**src/rtl/interface_circuit_multibyte.sv**
```systemverilog
// interface_circuit_multibyte: assembles multi-word A/opcode/B frames from UART rx, commits them to the ALU and returns the result word by word.
module interface_circuit_multibyte #(
  parameter int WIDTH_WORD             = 8,
  parameter int CANT_DATOS_ENTRADA_ALU = 16,
  parameter int CANT_BITS_OPCODE_ALU   = 8,
  parameter int CANT_DATOS_SALIDA_ALU  = 16,
  parameter int TIMEOUT_CYCLES         = 100000
) (
  input  logic                              i_clock,
  input  logic                              i_reset,
  input  logic [WIDTH_WORD-1:0]             i_data_rx,
  input  logic                              i_rx_done,
  input  logic                              i_tx_done,
  input  logic [CANT_DATOS_SALIDA_ALU-1:0]  i_resultado_alu,
  output logic                              o_tx_start,
  output logic [WIDTH_WORD-1:0]             o_data_tx,
  output logic [CANT_DATOS_ENTRADA_ALU-1:0] o_reg_dato_A,
  output logic [CANT_DATOS_ENTRADA_ALU-1:0] o_reg_dato_B,
  output logic [CANT_BITS_OPCODE_ALU-1:0]   o_reg_opcode,
  output logic                              o_busy,
  output logic                              o_error
);
  localparam int W       = WIDTH_WORD;
  localparam int NW_OP   = (CANT_DATOS_ENTRADA_ALU + W - 1) / W;
  localparam int NW_CODE = (CANT_BITS_OPCODE_ALU + W - 1) / W;
  localparam int NW_RES  = (CANT_DATOS_SALIDA_ALU + W - 1) / W;
  localparam int RW      = NW_RES * W;
  localparam int CW      = 8;
  localparam int TW      = TIMEOUT_CYCLES > 1 ? $clog2(TIMEOUT_CYCLES + 1) : 1;

  typedef enum logic [2:0] {ESPERA, OPERANDO1, OPERACION, OPERANDO2, CALCULO, TRANSMITE, ESPERA_TX} state_t;

  state_t                state, next_f;
  logic                  prev_rx, prev_tx, rx_evt, tx_evt, last, timeout;
  logic [CW-1:0]         wcnt, tcnt, lim;
  logic [TW-1:0]         to_cnt;
  logic [NW_OP*W-1:0]    sh_a, sh_b, a_nx, b_nx;
  logic [NW_CODE*W-1:0]  sh_c, c_nx;
  logic [RW-1:0]         res, res_in;

  assign rx_evt = i_rx_done & ~prev_rx;
  assign tx_evt = i_tx_done & ~prev_tx;
  assign res_in = RW'(i_resultado_alu);
  assign o_busy = state == CALCULO || state == TRANSMITE || state == ESPERA_TX;

  always_comb begin
    a_nx = sh_a;
    b_nx = sh_b;
    c_nx = sh_c;
    a_nx[wcnt*W +: W] = i_data_rx;
    b_nx[wcnt*W +: W] = i_data_rx;
    c_nx[wcnt*W +: W] = i_data_rx;
    lim = state == OPERACION ? CW'(NW_CODE - 1) : CW'(NW_OP - 1);
    last = wcnt == lim;
    next_f = (state == ESPERA || state == OPERANDO1) ? OPERACION : state == OPERACION ? OPERANDO2 : CALCULO;
    timeout = TIMEOUT_CYCLES != 0 && to_cnt == TW'(TIMEOUT_CYCLES - 1);
  end

  always_ff @(posedge i_clock) begin
    if (i_reset) begin
      state        <= ESPERA;
      prev_rx      <= 1'b0;
      prev_tx      <= 1'b0;
      wcnt         <= '0;
      tcnt         <= '0;
      to_cnt       <= '0;
      sh_a         <= '0;
      sh_b         <= '0;
      sh_c         <= '0;
      res          <= '0;
      o_tx_start   <= 1'b0;
      o_data_tx    <= '0;
      o_reg_dato_A <= '0;
      o_reg_dato_B <= '0;
      o_reg_opcode <= '0;
      o_error      <= 1'b0;
    end else begin
      prev_rx    <= i_rx_done;
      prev_tx    <= i_tx_done;
      o_tx_start <= 1'b0;
      o_error    <= 1'b0;
      case (state)
        ESPERA, OPERANDO1, OPERACION, OPERANDO2: begin
          if (rx_evt) begin
            to_cnt <= '0;
            if (state == ESPERA || state == OPERANDO1) sh_a <= a_nx;
            if (state == OPERACION) sh_c <= c_nx;
            if (state == OPERANDO2) sh_b <= b_nx;
            wcnt  <= last ? '0 : wcnt + 1'b1;
            state <= last ? next_f : state == ESPERA ? OPERANDO1 : state;
            if (last && state == OPERANDO2) begin
              o_reg_dato_A <= sh_a[CANT_DATOS_ENTRADA_ALU-1:0];
              o_reg_dato_B <= b_nx[CANT_DATOS_ENTRADA_ALU-1:0];
              o_reg_opcode <= sh_c[CANT_BITS_OPCODE_ALU-1:0];
            end
          end else if (state != ESPERA) begin
            // an idle frame is dropped whole; committed outputs are untouched
            if (timeout) begin
              state   <= ESPERA;
              sh_a    <= '0;
              sh_b    <= '0;
              sh_c    <= '0;
              wcnt    <= '0;
              to_cnt  <= '0;
              o_error <= 1'b1;
            end else begin
              to_cnt <= to_cnt + 1'b1;
            end
          end
        end
        CALCULO: begin
          res        <= res_in;
          o_data_tx  <= res_in[W-1:0];
          tcnt       <= '0;
          o_tx_start <= 1'b1;
          state      <= ESPERA_TX;
        end
        ESPERA_TX: begin
          if (tx_evt) begin
            if (tcnt == CW'(NW_RES - 1)) begin
              state <= ESPERA;
            end else begin
              tcnt       <= tcnt + 1'b1;
              o_data_tx  <= res[(tcnt + 1'b1)*W +: W];
              o_tx_start <= 1'b1;
            end
          end
        end
        default: state <= ESPERA;
      endcase
    end
  end
endmodule
```
**config.mk**
```make
export PLATFORM = sky130hd
export DESIGN_NAME = interface_circuit_multibyte
export DESIGN_NICKNAME = d
export VERILOG_FILES = /design/src/rtl/interface_circuit_multibyte.sv
export SDC_FILE = /design/constraint.sdc
export NUM_CORES = 1
export LEC_CHECK = 0
export CORE_UTILIZATION = 40
export CTS_CLUSTER_DIAMETER = 80
export DETAILED_ROUTE_END_ITERATION = 16
export GPL_ROUTABILITY_DRIVEN = 1
export HOLD_SLACK_MARGIN = 0.05
export SLEW_MARGIN = 20
export SYNTH_ARGS = -nofsm -noshare
export SYNTH_HDL_FRONTEND = slang
export SYNTH_SLANG_ARGS = --single-unit
export TNS_END_PERCENT = 50
```
**constraint.sdc**
```tcl
create_clock -name i_clock -period 8.35 [get_ports i_clock]
set_input_delay 1.67 -clock i_clock [delete_from_list [all_inputs] [get_ports i_clock]]
set_output_delay 1.67 -clock i_clock [all_outputs]
set_load 0.02 [all_outputs]
```
## Word level (Yosys, flattened, before mapping)

Index checks and enable logic that the tools add are counted.

- $add $sub $neg: 5
- Equality and inequality tests: 18
- Shift operators: 5
- Muxes and demuxes: 39
- Bitwise logic cells: 6
- Reductions and logical operators: 19

Operators with widths:

| kind | number |
|---|---|
| 2-to-1 mux 16 bit | 6 |
| 2-to-1 mux 8 bit | 10 |
| 2-to-1 mux 17 bit | 3 |
| negator 11 -> 34 bit | 1 |
| variable shift 8 x 34 -> 16 bit, first input constant | 1 |
| variable shift 8 x 34 -> 8 bit, first input constant | 1 |
| variable part select 8 x 34 -> 16 bit | 1 |
| variable part select 8 x 34 -> 8 bit | 1 |
| bitwise mux 16 bit | 2 |
| case mux 8 bit (2 select lines) | 2 |
| 2-to-1 mux 3 bit | 9 |
| adder 17 x 1 -> 17 bit, second input constant | 1 |
| == test 17 bit, second input constant | 1 |
| adder 8 x 1 -> 8 bit, second input constant | 2 |
| variable part select 16 x 13 -> 8 bit | 1 |
| AND reduction 4 bit | 3 |
| adder 8 x 1 -> 9 bit, second input constant | 1 |
| == test 3 bit, second input constant | 3 |
| case mux 3 bit (3 select lines) | 1 |
| AND reduction 3 bit | 3 |
| bitwise mux 8 bit | 1 |
| == test 8 x 1 -> 1 bit | 1 |
| == test 8 x 1 -> 1 bit, second input constant | 1 |
| inequality test 2 x 1 -> 1 bit, second input constant | 4 |
| other kinds (17) | 32 |

- Bits in registers: 144
- Input bits: 28

## Depth between registers and ports, before layout

Gate-level depths: netlist of run 1.

- Depth in word-level cells: 6
- Gate-level depth with buffers: 11
- Depth with buffers taken out: 8

## Least setup slack after synthesis of run 1

No wires, ideal clock.

- Kind: input to register
- Start point: input port i_rx_done
- End point: register sh_b[0]
- Arrival time: 3.072 ns
- Data required time: 8.288 ns
- Setup slack: 5.217 ns
- Cell stages on the path: 5
- Buffers on the path: 1
- Path through: nor3b_1 > nand3_1 > clkbuf_1 > nor3_1 > a22o_1

- Word-level cells in the longest chain between the ends: 3
- Elaborated cells between the ends (all ways): 6

Ends and longest elaborated chain:

| element | RTL line | text |
|---|---|---|
| start, declared | 12 | `input logic i_rx_done,` |
| bitwise AND 1 bit (*) | 41 | `assign rx_evt = i_rx_done & ~prev_rx;` |
| inequality test 2 x 1 -> 1 bit (no line) / nonzero test 2 bit (equally long branches) | - |  |
| AND reduction 4 bit (no line) | - |  |
| end signal, assigned | 88 | `if (state == OPERANDO2) sh_b <= b_nx;` |
| end, declared | 37 | `logic [NW_OP*W-1:0] sh_a, sh_b, a_nx, b_nx;` |

Every way passes the cells marked *; elsewhere a longest branch is shown, timed or not.
A chain may end at the register's enable or synchronous reset.

## Worst setup path after layout of run 1

- Start point: input port i_rx_done
- End point: register o_reg_dato_B[14]

- Word-level cells in the longest chain between the ends: 2

Ends and longest elaborated chain:

| element | RTL line | text |
|---|---|---|
| bitwise AND 1 bit | 41 |  |
| AND reduction 3 bit (no line) | - |  |
| end signal, assigned | 93 | `o_reg_dato_B <= b_nx[CANT_DATOS_ENTRADA_ALU-1:0];` |
| end, declared | 18 | `output logic [CANT_DATOS_ENTRADA_ALU-1:0] o_reg_dato_B,` |

Every way passes these cells.

==> results of run 1 <==
==> per-layer routing <==
metal,global-route usage,up-vias,part of all wire
li1,-,2909,-
met1,0.264,2714,0.47
met2,0.341,172,0.46
met3,0.0532,17,0.054
met4,0.0700,0,0.013
met5,0,-,0
==> cell usage in the layout, fill, tap and decap left out, drive strengths merged, types with 6 or more instances in the layout <==
cell           synthesis  routed
nand2                147     147
dfxtp                136     136
clkdlybuf4s50          0      77
a21oi                 69      69
o21ai                 47      47
nand3                 44      44
nor2                  34      34
nand4                 29      29
a31oi                 21      21
clkbuf                33      21
inv                   16      18
and3                  16      16
nor3                  15      15
nor3b                 11      11
xor2                  11      11
mux2i                 10      10
a22o                   9       9
o221ai                 8       8
nor4                   7       7
and4                   7       7
a311oi                 7       7
nor2b                  6       6
xnor2                  6       6
a211oi                 6       6
ha                     6       6
buf                   20       6
==> flip-flops by register name, indices dropped and copies added (netlist names), 3 cells and up <==
register      count
o_data_tx         8
o_reg_dato_A     16
o_reg_dato_B     16
o_reg_opcode      8
res               8
sh_a             16
sh_b             16
sh_c              8
state             3
tcnt              8
to_cnt           17
wcnt              8
==> report_power, final <==
| part | total, mW | internal [mW] | switching, mW | leakage (nW) |
|---|---|---|---|---|
| Sequential | 0.663 | 0.655 | 0.00724 | 1.10 |
| Clock | 0.805 | 0.524 | 0.282 | 0.306 |
| Combinational | 0.106 | 0.0377 | 0.0688 | 1.23 |
| Total | 1.57 | 1.22 | 0.358 | 2.63 |
==> metrics by stage <==
stage | hold slack [ns] | cells
5_1_grt | 0.473 | 1047
3_5_place_dp | 0.447 | 1016
6_report | 0.451 | 1047
4_1_cts | 0.452 | 1047
2_1_floorplan | 0.432 | 775
3_3_place_gp | 0.442 | 1016
==> cells by family after synthesis <==
logic type / count (synthesis) / synth area share
multiplexers: 10 / 0.0159
adder cells (fa/ha/maj): 6 / 0.0119
AND/OR/NAND/NOR: 348 / 0.278
AO/OA/AOI/OAI: 189 / 0.186
buffers and inverters: 69 / 0.0510
XOR/XNOR: 17 / 0.0237
flip-flops: 136 / 0.433
==> layout make-up <==
cell class                 instances  area (um^2)  share of cell area
timing repair buffer              83          813               0.105
sequential                       136         2720               0.351
multi-input combinational        570         3250               0.419
clock buffer                      21          470              0.0607
inverter                          16         60.1             0.00775
clock inverter                    10          166              0.0215
tap                              211          264              0.0341
==> worst max path at each step <==
stage                     startpoint                             to  slack, ns  cells past startpoint
final                      i_rx_done  o_reg_dato_B[14]$_SDFFE_PP0P_       3.89                      7
after global routing       i_rx_done  o_reg_dato_B[15]$_SDFFE_PP0P_       3.61                      7
after CTS                  i_rx_done  o_reg_dato_B[14]$_SDFFE_PP0P_       3.89                      7
after detailed placement   i_rx_done   o_reg_opcode[6]$_SDFFE_PP0P_       3.46                      6
after global placement     i_rx_done  o_reg_dato_A[15]$_SDFFE_PP0P_       3.55                      6
after floorplan            i_rx_done           sh_b[0]$_SDFFE_PP0P_       5.22                      5
==> worst max-delay path, stage by stage <==
cell	delay, ns
clkdlybuf4s50_1	0.51
nor3b_1	0.49
nand3_1	0.72
nor3_4	0.65
buf_4	0.44
o21ai_0	0.13
a31oi_1	0.18
==> flow_summary.yaml, run 1 <==
clock_network:
  ctsResizeCount: 0
  clk-insertion-delay-late_ns: 0.43
  cts_made_buffers: 17
  cts_max_path_buffers: 2
  cts.clk_slew.worst_paths_ns: 0.06
  htreeDepth: 4
  cts_sinks: 136
  holdBufCountCts: 0
  cts_tree: "built"
  clockRootBuffer: "clkbuf_16"
  postCtsSetupBuffers: 0
timing:
  post-route-period-util: 0.534
  layout_setup_ws_ns: 3.89
  rsz0062_at_grt: "false"
  max_clock_freq_ghz: 0.224
  finalHoldViolations: 0
  worstMarginPinSlew_ns: 1.08
  setup_viol: 0
  period_needed_ns: 4.46
  relSlewSlack: 0.283
  skew_ns: 0.00987
  setup_tns_ns: 0
  finalMaxSlewViolations: 0
detailed_routing:
  firstDrtPassIters: 5
  drtIter0Drc: 427
  detail_route.vias_per_cell: 5.55
  drt-wirelength-per-cell_um: 15.7
  antenna_left: 0
  totalWireLength_um: 16500
  drc: 0
  vias: 5812
floorplanning:
  io_pins: 79
  dieArea_mm2: 0.0162
  die_y_um: 127
  start_util: 0.412
  core-area_mm2: 0.0153
  die_width_um: 127
  rows: 45
worst_hold_path:
  whs_endpoint: "o_reg_dato_A[1]$_SDFFE_PP0P_"
  hp-class: "reg2reg"
  hp-start: "o_reg_dato_A[1]$_SDFFE_PP0P_"
  hold_path_depth: 2
synthesis:
  synth_most_common_cell: "nand2_1"
  synth_area_leaders: "dfxtp_1 43%, nand2_1 8.8%, a21oi_1 5.4%"
  synth_nets: 809
  synth_cells: 775
  synth-edff-count: 0
  synth_cell_types: 65
  synth_seq_cells: 136
  synth_top_area_frac: 0.433
  syn_area_mm2: 0.00629
  async_flop_share: 0
  yosysTopAreaCell: "dfxtp_1"
  syn_area_per_cell_um2: 8.11
  ys.flop_type: "dfxtp_1"
  ys_seq_area_frac: 0.433
  synth_common_cells: "147 x nand2_1, 136 x dfxtp_1, 68 x a21oi_1, 45 x o21ai_0, 44 x nand3_1"
  synth_warnings: 0
power:
  peakVddDrop_v: 0.000148
  power.density_mw_per_mm2: 203
  p_leak_nw: 2.63
  power_mw: 1.57
placement:
  numPortBuffers: 78
  placed_cell_area_mm2: 0.00711
  dp_hpwl_um: 11100
  gp_congestion: 0.813
  post-place-ws_ns: 3.46
outcome:
  status: "finished clean"
job:
  cap_violations: 0
cells_and_area:
  layout.nets: 858
  area_growth_syn_to_layout_pct: 23.2
  num-fill-cells: 1438
  drive_gt1_frac: 0.0610
  fin_util: 0.508
  final_cell_area_mm2: 0.00775
  diodes: 0
setup_path:
  worstSetupEndpointType: "flip-flop"
  r2r-end: "sh_c[3]$_SDFFE_PP0P_"
  reg2reg_depth: 8
  crit_type: "in2reg"
  r2r_setup_slack_ns: 4.98
  r2r_start: "wcnt[0]$_SDFFE_PP0P_"
  crit_fanout: 37
  cp.arrival_ns: 4.81
  cp_data_required_time_ns: 8.70
  cp-start-kind: "input pin"
grt:
  grtUsageTotal: 0.207
  antenna_found_initial: 0
  grt_pass1_wl_um: 26900
  grt.overflow.total: 0
  grt_pass1_vias: 5371
  grt_max_degree: 55
Note: power is estimated with default switching activity, not from simulation.
==> run 2, diff against run 1 <==
Clock period 8.35 ns to 4.3 ns, I/O delays scaled along.
==> run 2 against run 1 <==
Clock power is 86% higher. Worst setup slack got worse by 2.9 ns. Register-to-register slack worse by 4.0 ns. Clock-buffer cell count up 1. Hold slack lost 0.0011 ns. Cell area increased by 0.40%. First-iteration DRC count is 0.47% higher. Power increased by 90%. Core utilization increased by 0.20 points. Non-clock buffer count up 5. Wire length down 0.59%.
==> flow_summary.yaml, run 2 (synthesis gave the netlist of run 1 again) <==
cells_and_area:
  layout_common_cells: "147 x nand2_1, 136 x dfxtp_1, 77 x clkdlybuf4s50_1"
  multi_input_area_mm2: 0.00325
  area_growth_syn_to_layout_pct: 23.7
  largest_reg_flops: 17
  fin_cells: 1053
  regMostFlops: "to_cnt"
  drive_gt1_frac: 0.0665
  num-fill-cells: 1465
  layout.nets: 863
  regArea_mm2: 0.00272
  diodes: 0
  fin_util: 0.510
  final_common_cell: "nand2_1"
detailed_routing:
  totalWireLength_um: 16400
  drtIter0Drc: 429
  vias: 5843
  drt-wirelength-per-cell_um: 15.6
  firstDrtPassIters: 5
  drc: 0
  detail_route.vias_per_cell: 5.55
  antenna_left: 0
grt:
  grt_max_degree: 50
  grt_pass1_vias: 5534
  antenna_found_initial: 0
  grt_pass1_wl_um: 27200
  grtUsageTotal: 0.211
  grt.overflow.total: 0
setup_path:
  cp-start-kind: "flip-flop"
  cp.arrival_ns: 3.65
  worstSetupEndpointType: "flip-flop"
  crit_fanout: 11
  cp_data_required_time_ns: 4.65
  r2r_setup_slack_ns: 1.0
  crit_type: "reg2reg"
power:
  p_clk_frac: 0.501
  power.switching_mw: 0.690
  p_sw_frac: 0.230
  power.density_mw_per_mm2: 386
  combPwrFrac: 0.070
  peakVddDrop_v: 0.000317
  pwr-share-seq: 0.429
  p_leak_nw: 2.64
  p_int_mw: 2.31
floorplanning:
  io_pins: 79
  core-area_mm2: 0.0153
  start_util: 0.412
  die_width_um: 127
  dieArea_mm2: 0.0162
  rows: 45
  die_y_um: 127
clock_network:
  cts_made_buffers: 17
  cts_tree: "built"
  cts_sinks: 136
  cts_max_path_buffers: 2
  clk-insertion-delay-late_ns: 0.42
  cts.clk_slew.worst_paths_ns: 0.06
  htreeDepth: 4
  ctsResizeCount: 0
  clockRootBuffer: "clkbuf_16"
  holdBufCountCts: 0
  postCtsSetupBuffers: 0
timing:
  finalHoldViolations: 0
  rsz0062_at_grt: "false"
  setup_tns_ns: 0
  finalMaxSlewViolations: 0
  period_needed_ns: 3.30
  worstMarginPinSlew_ns: 1.04
  max_clock_freq_ghz: 0.303
  hold_ws_ns: 0.450
  post-route-period-util: 0.768
  relSlewSlack: 0.305
  setup_viol: 0
  skew_ns: 0.00510
job:
  cap_violations: 0
placement:
  numPortBuffers: 78
  gp_congestion: 0.845
  dpl.cell_count: 1021
  dp_hpwl_um: 11100
worst_hold_path:
  hp-class: "reg2reg"
outcome:
  status: "finished clean"
-- run 2: changes by cell type in the layout (fill, tap and decap cells not counted), sizes merged --
cell / change
bufinv: -1
clkinv: +2
clkinvlp: +1
buf: +5
clkbuf: +1
inv: -2
-- run 2: critical path, stage by stage, from the launching register on --
cell and delay, ns:
dfxtp_1 0.42, nor4_1 0.63, nor4b_1 0.31, ha_1 0.29, nor2b_1 0.28, nand4_1 0.24
or3_1 0.49, a21oi_4 0.34, mux2i_1 0.23
-- run 2: routing by layer --
| metal | GRT usage | up-vias | share of wire |
|---|---|---|---|
| li1 | - | 2906 | - |
| met1 | 0.268 | 2763 | 0.48 |
| met2 | 0.351 | 150 | 0.46 |
| met3 | 0.0402 | 24 | 0.040 |
| met4 | 0.0854 | 0 | 0.016 |
| met5 | 0 | - | 0 |
-- run 2: power by group through the flow --
| stage | clock network, mW | registers (mW) | logic (mW) |
|---|---|---|---|
| after floorplan | 0 | 1.31 | 0.136 |
| after global placement | 0 | 1.31 | 0.204 |
| after detailed placement | 0 | 1.31 | 0.208 |
| after CTS | 1.53 | 1.29 | 0.209 |
| after global routing | 1.58 | 1.29 | 0.231 |
| final | 1.50 | 1.29 | 0.210 |
-- run 2: worst paths after layout --
check / start / to / cells past startpoint
setup / recovery: wcnt[0]$_SDFFE_PP0P_ / sh_c[3]$_SDFFE_PP0P_ / 8
hold / removal: sh_c[1]$_SDFFE_PP0P_ / o_reg_opcode[1]$_SDFFE_PP0P_ / 2
setup reg to reg: wcnt[0]$_SDFFE_PP0P_ / sh_c[3]$_SDFFE_PP0P_ / 8
hold reg to reg: sh_c[1]$_SDFFE_PP0P_ / o_reg_opcode[1]$_SDFFE_PP0P_ / 2
-- run 2: area by class of cell --
cell class / count / area share
flip-flops and latches: 136 / 0.350
clock buffers: 22 / 0.0610
repair buffers: 88 / 0.111
inverters: 16 / 0.00772
multi-input cells: 570 / 0.418
well taps: 211 / 0.0339
clock inverters: 10 / 0.0185
-- run 2: through the flow --
stage	power, mW	setup WS [ns]	area [um^2]
final	3.00	0.996	7780
after global routing	3.10	0.717	7780
after CTS	3.02	0.988	7780
after detailed placement	1.52	0.949	7160
after global placement	1.52	1.03	7160
after floorplan	1.44	1.51	6290
==> run 3, diff against run 2 <==
Clock period 4.3 ns to 3 ns, I/O delays scaled along.
==> run 3 against run 2 <==
Die area stayed put. First-iteration DRC count is 8.6% lower. Sequential share of layout area is 0.63 points lower. Sequential cell count stayed put. Non-clock buffer count is 25 higher. Register-to-register slack worse by 0.74 ns. Via count is 2.2% higher. Hold slack better by 0.0038 ns. Critical path type unchanged.
==> flow_summary.yaml, run 3 (synthesis gave the netlist of run 1 again) <==
outcome:
  status: "finished clean"
clock_network:
  cts_sinks: 136
  cts_tree: "built"
  cts_made_buffers: 17
  htreeDepth: 4
  cts.clk_slew.worst_paths_ns: 0.06
  cts_max_path_buffers: 2
  clk-insertion-delay-late_ns: 0.42
  clockRootBuffer: "clkbuf_16"
  ctsResizeCount: 0
timing:
  finalHoldViolations: 0
  layout_setup_ws_ns: 0.255
  setup_viol: 0
  max_clock_freq_ghz: 0.364
  skew_ns: 0.0111
  post-route-period-util: 0.915
  period_needed_ns: 2.74
  setup_tns_ns: 0
  hold_ws_ns: 0.454
  relSlewSlack: 0.345
  finalMaxSlewViolations: 0
  rsz0062_at_grt: "false"
  worstMarginPinSlew_ns: 0.976
placement:
  numPortBuffers: 78
  gp_congestion: 0.883
  dp_hpwl_um: 11500
  post-place-ws_ns: 0.239
  dpl.cell_count: 1045
power:
  power.density_mw_per_mm2: 524
  peakVddDrop_v: 0.000398
  p_leak_nw: 2.75
cells_and_area:
  area_growth_syn_to_layout_pct: 26.0
  fin_util: 0.519
  layout.nets: 888
  diodes: 0
  largest_reg_flops: 17
  regMostFlops: "to_cnt"
  drive_gt1_frac: 0.0936
  final_common_cell: "nand2_1"
  layout_common_cells: "147 x nand2_1, 136 x dfxtp_1, 77 x clkdlybuf4s50_1"
  fin_cells: 1076
floorplanning:
  core-area_mm2: 0.0153
  dieArea_mm2: 0.0162
  die_width_um: 127
  rows: 45
  io_pins: 79
  start_util: 0.412
  die_y_um: 127
detailed_routing:
  drt-wirelength-per-cell_um: 15.4
  vias: 5972
  drtIter0Drc: 392
  totalWireLength_um: 16600
  detail_route.vias_per_cell: 5.55
  antenna_left: 0
  firstDrtPassIters: 6
  drc: 0
setup_path:
  crit_chain: "nor4_1, nor4b_1, ha_1, nor2b_1, nand4_1, or3_1, a21oi_4, buf_12, mux2i_1"
  cp.arrival_ns: 3.08
  cp_data_required_time_ns: 3.34
  slowest_delay_ns: 0.46
  cp_num_buf_inv: 1
  crit_type: "reg2reg"
  worstSetupEndpointType: "flip-flop"
  crit_family: "simple AND/OR/NAND/NOR gates"
  crit_fanout: 9
  cpMaxStageDelayCell: "or3_1"
  cp-start-kind: "flip-flop"
grt:
  grt.overflow.total: 0
  antenna_found_initial: 0
  grt_pass1_wl_um: 27100
  grt_max_degree: 50
  grt_pass1_vias: 5449
  grtUsageTotal: 0.210
worst_hold_path:
  hp-class: "reg2reg"
job:
  cap_violations: 0
run 3: changes by cell type in the layout (fill, tap and decap cells not counted), sizes merged:
cell,previous run,this run
buf,11,36
inv,16,19
bufinv,3,1
clkbuf,22,20
clkinv,4,3
run 3: final timing paths:
kind                                 startpoint                            end  slack, ns  cells after the start
setup reg to reg           wcnt[1]$_SDFFE_PP0P_           sh_c[0]$_SDFFE_PP0P_       0.26                      9
hold reg to reg   o_reg_dato_A[14]$_SDFFE_PP0P_  o_reg_dato_A[14]$_SDFFE_PP0P_       0.45                      2
hold / removal    o_reg_dato_A[14]$_SDFFE_PP0P_  o_reg_dato_A[14]$_SDFFE_PP0P_       0.45                      2
setup / recovery           wcnt[1]$_SDFFE_PP0P_           sh_c[0]$_SDFFE_PP0P_       0.26                      9
run 3: area by class of cell:
type / instances / area (um^2)
clock buffers: 20 / 467
clock inverters: 10 / 93.8
fillers: 1433 / 7340
inverters: 16 / 60.1
multi-input cells: 570 / 3250
flip-flops and latches: 136 / 2720
well taps: 211 / 264
repair buffers: 113 / 1060
run 3: stage by stage:
step,cell area (um^2),power (mW)
CTS,7900,4.18
global placement,7340,2.19
finish,7920,4.15
detailed placement,7340,2.19
global route,7920,4.30
floorplan,6290,2.07
run 3: power breakdown:
| part | internal, mW | total, mW | leakage (nW) | switching, mW |
|---|---|---|---|---|
| registers | 1.82 | 1.84 | 1.10 | 0.0153 |
| logic | 0.125 | 0.322 | 1.38 | 0.197 |
| clock network | 1.20 | 1.99 | 0.271 | 0.793 |
run 3: routing by layer:
| layer | GRT usage | up-vias | share of wire |
|---|---|---|---|
| met4 | 0.0672 | 0 | 0.011 |
| met5 | 0 | - | 0 |
| li1 | - | 2958 | - |
| met2 | 0.343 | 178 | 0.47 |
| met1 | 0.275 | 2819 | 0.47 |
| met3 | 0.0461 | 17 | 0.052 |
run 3: what timing repair did:
action,in CTS,in global routing
hold buffers,0,0
endpoints found under the hold margin,0,0
setup buffers,0,1
endpoints found under the setup margin,0,6
run 3: tightest hold or removal path, delay by kind of cell, from the launching register on:
| family | cells | cell delay (ns) |
|---|---|---|
| AND/OR/NAND/NOR | 1 | 0.05 |
| flip-flops | 1 | 0.31 |
| AO/OA/AOI/OAI | 1 | 0.05 |
